$ cat src/rtl/sub_module_sched.sv
// sub_module_sched
// ----------------
// Shares one datapath instance among NUM_REQ requesters. A job is chosen by
// round-robin arbitration and then runs through five steps: its 16-bit config
// is captured, an ROWS x 16-byte tile is loaded one 128-bit row per beat,
// start is pulsed, and the controller waits for done or a timeout. The 8-bit
// result is then returned to the requester that owns the job.
//
// Ports:
//   clk, rst     : rising-edge clock, asynchronous active-high reset
//   req_valid    : per-requester job request (sampled only while idle)
//   req_cfg      : per-requester 16-bit config, slice i = requester i
//   grant        : one-hot owner of the current job, zero when idle
//   ld_valid     : row beat valid on the shared load bus
//   ld_data      : tile row, byte k maps to column k
//   ld_ready     : controller accepts a row this cycle
//   dp_cfg       : config to the datapath
//   dp_tile      : tile to the datapath, row r at bits [128r+127:128r]
//   dp_start     : one-cycle start pulse to the datapath
//   dp_done      : datapath completion (honoured only while waiting)
//   dp_result    : datapath result byte
//   rsp_valid    : response available
//   rsp_ready    : response accepted
//   rsp_id       : requester index of the response
//   rsp_data     : result byte (0 on timeout)
//   rsp_err      : 1 = datapath timed out
//   busy         : controller is not idle
// All outputs are registered.

module sub_module_sched #(
    parameter int NUM_REQ = 4,
    parameter int ROWS    = 8,
    parameter int TO_W    = 8,
    localparam int ID_W   = (NUM_REQ > 1) ? $clog2(NUM_REQ) : 1,
    localparam int ROW_W  = (ROWS > 1) ? $clog2(ROWS) : 1
) (
    input  logic                    clk,
    input  logic                    rst,
    input  logic [NUM_REQ-1:0]      req_valid,
    input  logic [NUM_REQ*16-1:0]   req_cfg,
    output logic [NUM_REQ-1:0]      grant,
    input  logic                    ld_valid,
    input  logic [127:0]            ld_data,
    output logic                    ld_ready,
    output logic [15:0]             dp_cfg,
    output logic [ROWS*128-1:0]     dp_tile,
    output logic                    dp_start,
    input  logic                    dp_done,
    input  logic [7:0]              dp_result,
    output logic                    rsp_valid,
    input  logic                    rsp_ready,
    output logic [ID_W-1:0]         rsp_id,
    output logic [7:0]              rsp_data,
    output logic                    rsp_err,
    output logic                    busy
);

    typedef enum logic [2:0] {
        S_IDLE  = 3'd0,
        S_LOAD  = 3'd1,
        S_START = 3'd2,
        S_WAIT  = 3'd3,
        S_RESP  = 3'd4
    } state_t;

    localparam logic [TO_W-1:0]    TO_LIMIT   = {TO_W{1'b1}};
    localparam logic [TO_W-1:0]    TO_ONE     = {{(TO_W-1){1'b0}}, 1'b1};
    localparam logic [NUM_REQ-1:0] ONEHOT0    = {{(NUM_REQ-1){1'b0}}, 1'b1};
    localparam logic [ROW_W-1:0]   ROW_LAST   = ROW_W'(ROWS - 1);
    localparam logic [ROW_W-1:0]   ROW_ONE    = {{(ROW_W-1){1'b0}}, 1'b1};

    state_t             state;
    state_t             state_nxt;
    logic [ID_W-1:0]    last_grant;
    logic [ID_W-1:0]    win_idx;
    logic [ID_W-1:0]    cand;
    logic               win_found;
    logic [ROW_W-1:0]   row_cnt;
    logic [TO_W-1:0]    to_cnt;
    logic [TO_W-1:0]    to_inc;
    logic               take_grant;
    logic               beat;
    logic               last_beat;
    logic               wait_done;
    logic               wait_to;
    logic               rsp_hs;

    // Round-robin search: first asserted request after the last winner, with wrap.
    always_comb begin
        win_found = 1'b0;
        win_idx   = last_grant;
        cand      = '0;
        for (int k = 1; k <= NUM_REQ; k++) begin
            cand = ID_W'((int'(last_grant) + k) % NUM_REQ);
            if (!win_found && req_valid[cand]) begin
                win_found = 1'b1;
                win_idx   = cand;
            end else begin
                win_found = win_found;
            end
        end
    end

    // Next-state logic and the per-cycle event strobes that drive the registers.
    always_comb begin
        state_nxt  = state;
        take_grant = 1'b0;
        beat       = 1'b0;
        last_beat  = 1'b0;
        wait_done  = 1'b0;
        wait_to    = 1'b0;
        rsp_hs     = 1'b0;
        // The limit is compared against the count including this cycle, so a
        // silent datapath gets exactly TO_LIMIT cycles in WAIT.
        to_inc     = to_cnt + TO_ONE;
        case (state)
            S_IDLE: begin
                if (win_found) begin
                    take_grant = 1'b1;
                    state_nxt  = S_LOAD;
                end else begin
                    state_nxt  = S_IDLE;
                end
            end
            S_LOAD: begin
                beat = ld_valid && ld_ready;
                if (beat && (row_cnt == ROW_LAST)) begin
                    last_beat = 1'b1;
                    state_nxt = S_START;
                end else begin
                    state_nxt = S_LOAD;
                end
            end
            S_START: begin
                state_nxt = S_WAIT;
            end
            S_WAIT: begin
                // done has priority over a coinciding timeout
                if (dp_done) begin
                    wait_done = 1'b1;
                    state_nxt = S_RESP;
                end else if (to_inc == TO_LIMIT) begin
                    wait_to   = 1'b1;
                    state_nxt = S_RESP;
                end else begin
                    state_nxt = S_WAIT;
                end
            end
            S_RESP: begin
                if (rsp_valid && rsp_ready) begin
                    rsp_hs    = 1'b1;
                    state_nxt = S_IDLE;
                end else begin
                    state_nxt = S_RESP;
                end
            end
            default: begin
                state_nxt = S_IDLE;
            end
        endcase
    end

    // State register.
    always_ff @(posedge clk or posedge rst) begin
        if (rst) begin
            state <= S_IDLE;
        end else begin
            state <= state_nxt;
        end
    end

    // Arbitration results and the job-frozen config.
    always_ff @(posedge clk or posedge rst) begin
        if (rst) begin
            grant      <= '0;
            last_grant <= ID_W'(NUM_REQ - 1);
            dp_cfg     <= 16'h0000;
            busy       <= 1'b0;
        end else begin
            if (take_grant) begin
                grant      <= ONEHOT0 << win_idx;
                last_grant <= win_idx;
                dp_cfg     <= req_cfg[32'(win_idx) * 32'd16 +: 16];
            end else if (rsp_hs) begin
                grant <= '0;
            end
            busy <= (state_nxt != S_IDLE);
        end
    end

    // Tile load: row counter, ready flag and row storage.
    always_ff @(posedge clk or posedge rst) begin
        if (rst) begin
            ld_ready <= 1'b0;
            row_cnt  <= '0;
            dp_tile  <= '0;
        end else begin
            if (take_grant) begin
                ld_ready <= 1'b1;
            end else if (last_beat) begin
                ld_ready <= 1'b0;
            end
            if (beat) begin
                row_cnt <= last_beat ? '0 : (row_cnt + ROW_ONE);
            end
            for (int r = 0; r < ROWS; r++) begin
                if (beat && (row_cnt == ROW_W'(r))) begin
                    dp_tile[r*128 +: 128] <= ld_data;
                end
            end
        end
    end

    // Start pulse and timeout counter.
    always_ff @(posedge clk or posedge rst) begin
        if (rst) begin
            dp_start <= 1'b0;
            to_cnt   <= '0;
        end else begin
            dp_start <= last_beat;
            if (state == S_START) begin
                to_cnt <= '0;
            end else if (state == S_WAIT) begin
                to_cnt <= to_inc;
            end
        end
    end

    // Response capture; fields are held until the handshake.
    always_ff @(posedge clk or posedge rst) begin
        if (rst) begin
            rsp_valid <= 1'b0;
            rsp_id    <= '0;
            rsp_data  <= 8'h00;
            rsp_err   <= 1'b0;
        end else begin
            if (wait_done) begin
                rsp_valid <= 1'b1;
                rsp_id    <= last_grant;
                rsp_data  <= dp_result;
                rsp_err   <= 1'b0;
            end else if (wait_to) begin
                rsp_valid <= 1'b1;
                rsp_id    <= last_grant;
                rsp_data  <= 8'h00;
                rsp_err   <= 1'b1;
            end else if (rsp_hs) begin
                rsp_valid <= 1'b0;
            end
        end
    end

endmodule
$ cat config.mk
export PLATFORM = sky130hd
export DESIGN_NAME = sub_module_sched
export DESIGN_NICKNAME = d
export VERILOG_FILES = /design/src/rtl/sub_module_sched.sv
export SDC_FILE = /design/constraint.sdc
export NUM_CORES = 2
export LEC_CHECK = 0
export ABC_CLOCK_PERIOD_IN_PS = 50500
export BUFFER_PORTS_ARGS = -buffer_cell sky130_fd_sc_hd__buf_2
export CORE_AREA = 8 8 494 496
export CTS_BUF_LIST = sky130_fd_sc_hd__clkbuf_2
export CTS_CLUSTER_DIAMETER = 200
export CTS_CLUSTER_SIZE = 16
export DETAILED_ROUTE_END_ITERATION = 8
export DIE_AREA = 0 0 502 504
export PLACE_DENSITY_LB_ADDON = 0.05
export SKIP_LAST_GASP = 1
export SLEW_MARGIN = 5
export SYNTH_ARGS = -nofsm -noshare
export SYNTH_HDL_FRONTEND = slang
export SYNTH_SLANG_ARGS = --single-unit
$ cat constraint.sdc
create_clock -name clk -period 50.5 [get_ports clk]
set_input_delay 10.1 -clock clk [delete_from_list [all_inputs] [get_ports clk]]
set_output_delay 10.1 -clock clk [all_outputs]
set_load 0.005 [all_outputs]
==> summary.txt <==
Detailed routing
  – Routed vias/inst: around 3.8
  – Initial DRC Count: 932
  – DRC violations left: 0
  – Final wirelength: 197500 um
  – Antenna-violating nets left: 0
  – Number of vias after detailed routing: 26953
  – Wirelength per Cell: around 28 um
  – Router iterations before antenna repair: 6

Place
  – PortBufs: 1267
  – Cell area reported after detailed placement: ~51000 um2
  – Final GP Congestion: ~0.76
  – Placed instance count: 7034
  – Final HPWL from detailed placement: 142400 um

Die
  – Die X-Extent: 502 um
  – Io pins: roughly 1300
  – FP Rows: roughly 180
  – Vertical die dimension: 504 um
  – Initial standard-cell utilization of the core: 17.15%
  – Die area: 253000 um2
  – Core region area: roughly 240000 um2

Worst setup path
  – Data arrival, critical path: 14130 ps
  – R2r setup slk: 46680 ps
  – CP Class: primary input to asynchronous set/reset pin
  – Launch instance of the worst register-to-register path: state[0]
  – Crit end category: asynchronous set/reset pin
  – Critical path peak fanout: 149
  – Cell count of the worst reg-to-reg path: 7
  – Reg-to-reg critical path endpoint: dp_tile[367]
  – Critical Path Start Type: primary input
  – Required time at the worst-slack endpoint: 52040 ps

Power
  – Total Power: 3.246 mW
  – Internal Power: between 1.5 and 2 mW
  – Share of total power consumed by net switching: 39.14%
  – Power per cell area: 63.53 nW/um2
  – Share of power burned in registers: 45.7%
  – Power spent charging and discharging nets: 1.271 mW
  – Leakage power total: 24.81 nW
  – Peak supply drop: 0.02141 mV
  – Clock network power share: between 10% and 20%
  – Comb pwr share: 43.3%

Layout
  – End-of-flow core utilization: 21.62%
  – Share of post-route cells with drive strength above 1: 58.28%
  – Final net count: between 4000 and 5000
  – Finished Layout Cells: ~7100
  – Post-route cell area: 51100 um2
  – Register area: 26900 um2
  – Footprint of the multi-input gates: roughly 13000 um2
  – Total of fill cells in the finished design: 25554
  – P&R area growth vs syn: 26.11%

Clock tree
  – Clock buffers created by TritonCTS: 77
  – TritonCTS clock tree: done
  – Post-CTS Setup Repair Bufs: 0
  – Clock-pin slew on the worst setup and hold paths: 340 ps
  – Number of hold-repair buffers added at the cts stage: 0
  – Number of instances resized during post-cts repair: 0
  – Clock network latency to the later pin of the worst-skew pair: 1650 ps
  – Clk sink count: 1075
  – H-tree lvl count: 3
  – Clock root buffer: sky130_fd_sc_hd__clkbuf_2
  – Maximum root-to-sink buffer count: 3

GRT
  – Maximum number of pins on one net before global-route repair: 150
  – Via count of the first global-routing pass: slightly below 30000
  – Overflow left after global routing: 0
  – Total track usage: 15.09%
  – Antenna violations before repair: 40
  – Global-route wire length before repair: 268900 um

Logic synthesis
  – Net count after synthesis: 2923
  – Share of synthesized flip-flops with an asynchronous set or reset: 100.0%
  – Arithmetic-cell share of the synthesized area counting full adders, half adders and majority gates: less than 1%
  – Commonest cells post-synth: 1073 x sky130_fd_sc_hd__dfrtp_1, 897 x sky130_fd_sc_hd__mux2_2, 427 x sky130_fd_sc_hd__nand2_1
  – Complex-gate fraction of the synthesized area: 1.143%
  – Post-Syn Area per Cell: approximately 15 um2
  – Area leader, netlist: sky130_fd_sc_hd__dfrtp_1
  – Xor/xnor cell area share of the yosys netlist: 0%
  – Share of synthesized area occupied by flip-flops and latches: about two thirds
  – Area of the mapped netlist: 40520 um2
  – Area contributors post-synth: sky130_fd_sc_hd__dfrtp_1 66%, sky130_fd_sc_hd__mux2_2 25%, sky130_fd_sc_hd__nand2_1 4.0%, sky130_fd_sc_hd__buf_2 1.4%, sky130_fd_sc_hd__mux2i_1 0.86%
  – Simple-gate share of the synthesized area: 4.561%
  – FF+latch count, synth: 1075
  – Main combinational cell family by area after synthesis: multiplexers
  – Number of enable-type register cells in the synthesized netlist: 0
  – Count of yosys warnings during synthesis: 0
  – Mux share of post-synthesis cell area: 25.83%
  – Number of distinct library cells after synthesis: 40
  – Flip-flop cell with the highest count after synthesis: sky130_fd_sc_hd__dfrtp_1
  – Post-synthesis cell count: 2706
  – Most frequent cell after synthesis: sky130_fd_sc_hd__dfrtp_1
  – Synth top area share: 66.27%

STA
  – Total count of max-transition violations in the final report: 0
  – Highest attainable clock frequency: ~0.079 GHz
  – Final Skew: ~260 ps
  – Number of setup violations in the final report: 0
  – Share of the clock period used by the worst path: around a quarter
  – Final min period: 12590 ps
  – Relative slew slack: 28.38%
  – Number of failing hold endpoints at the final stage: 0
  – Setup repair after global routing missed its margin: no
  – Final total negative setup slack: 0 ps
  – Transition time at the pin with the least slew margin: 1074 ps

Hold path
  – Hold Path Class: flip-flop to flip-flop
  – Number of cells on the worst hold path: 2
  – Endpoint, Worst Hold: dp_tile[915]
  – Min-delay src: dp_tile[915]

Run status
  – Run status: finished, final reports clean

Run
  – Max-cap check violation count: 0
## final cells by class
cell class,instances,share of cell area [%]
sequential,1075,52.65
multi-input combinational,1475,25.37
timing repair buffer,1304,13.05
tap,3167,7.755
clock buffer,83,0.8130
clock inverter,7,0.1445
inverter,13,0.1200
antenna,19,0.09305
## stage by stage
step	setup slack (ps)	hold WS, ps
after floorplan	10140	469.7
after global placement	36020	456.5
after detailed placement	36060	456.9
after CTS	37580	518.3
after global routing	37640	528.8
final	37910	512.1
## registers in the layout (all words and copies together) (netlist names), 3 cells and up
register and flops:
row_cnt 3, grant 4, rsp_data 8, dp_tile 1024, to_cnt 8, state 3
dp_cfg 16
## logic make-up (layout without fill, tap and decap cells)
kind of cell,count (synthesis),after routing
other,0,19
adders and majority gates,8,8
DFF,1075,1075
muxes,933,933
buffers and inverters,156,1407
AOI/OAI and AO/OA,65,65
and+or+nand+nor,469,469
## power by group through the flow
stage	logic [mW]	clock network (mW)	registers, mW
3_3_place_gp	1.47	0	1.50
5_1_grt	1.53	0.424	1.55
4_1_cts	1.47	0.404	1.49
6_report	1.40	0.359	1.48
2_1_floorplan	0.532	0	1.54
3_5_place_dp	1.46	0	1.51
## cell usage in the layout, fill, tap and decap left out, drive strengths merged, types with 2 or more instances in the layout
cell type,instances
buf,1304
dfrtp,1073
mux2,898
nand2,427
clkbuf,83
mux2i,35
diode,19
o21ai,18
o221ai,17
inv,15
nor2,10
a22o,9
nand3,9
ha,8
a21oi,6
nand2b,5
and3,3
nand3b,3
a31oi,3
nor3,3
nor4,3
nand4,2
or3,2
a21boi,2
a21o,2
o31ai,2
clkinvlp,2
dfstp,2
clkinv,2
## layer usage
layer	GRT usage [%]	vias up	share of wire [%]	wire, um
met5	0	-	0.077	152
met4	4.547	22	3.3	6537
met3	7.659	209	11	22030
met2	24.13	934	46	89960
met1	17.70	14029	40	78790
li1	-	11759	-	-
## worst max-delay path, stage by stage
cell	delay, ps
sky130_fd_sc_hd__buf_2	130
sky130_fd_sc_hd__inv_8	510
sky130_fd_sc_hd__buf_12	500
sky130_fd_sc_hd__buf_12	580
sky130_fd_sc_hd__buf_12	660
sky130_fd_sc_hd__buf_4	870
## worst max path at each step
stage | startpoint | end | slack, ps | cells after the start
after floorplan | rst | busy | 10140 | 1
after global placement | rst | dp_tile[588] | 36020 | 6
after detailed placement | rst | dp_tile[588] | 36060 | 6
after CTS | dp_tile[1016] | dp_tile[1016] | 37580 | 1
after global routing | rst | dp_tile[206] | 37640 | 6
final | rst | dp_tile[973] | 37910 | 6
Note: power is estimated with default switching activity, not from simulation.
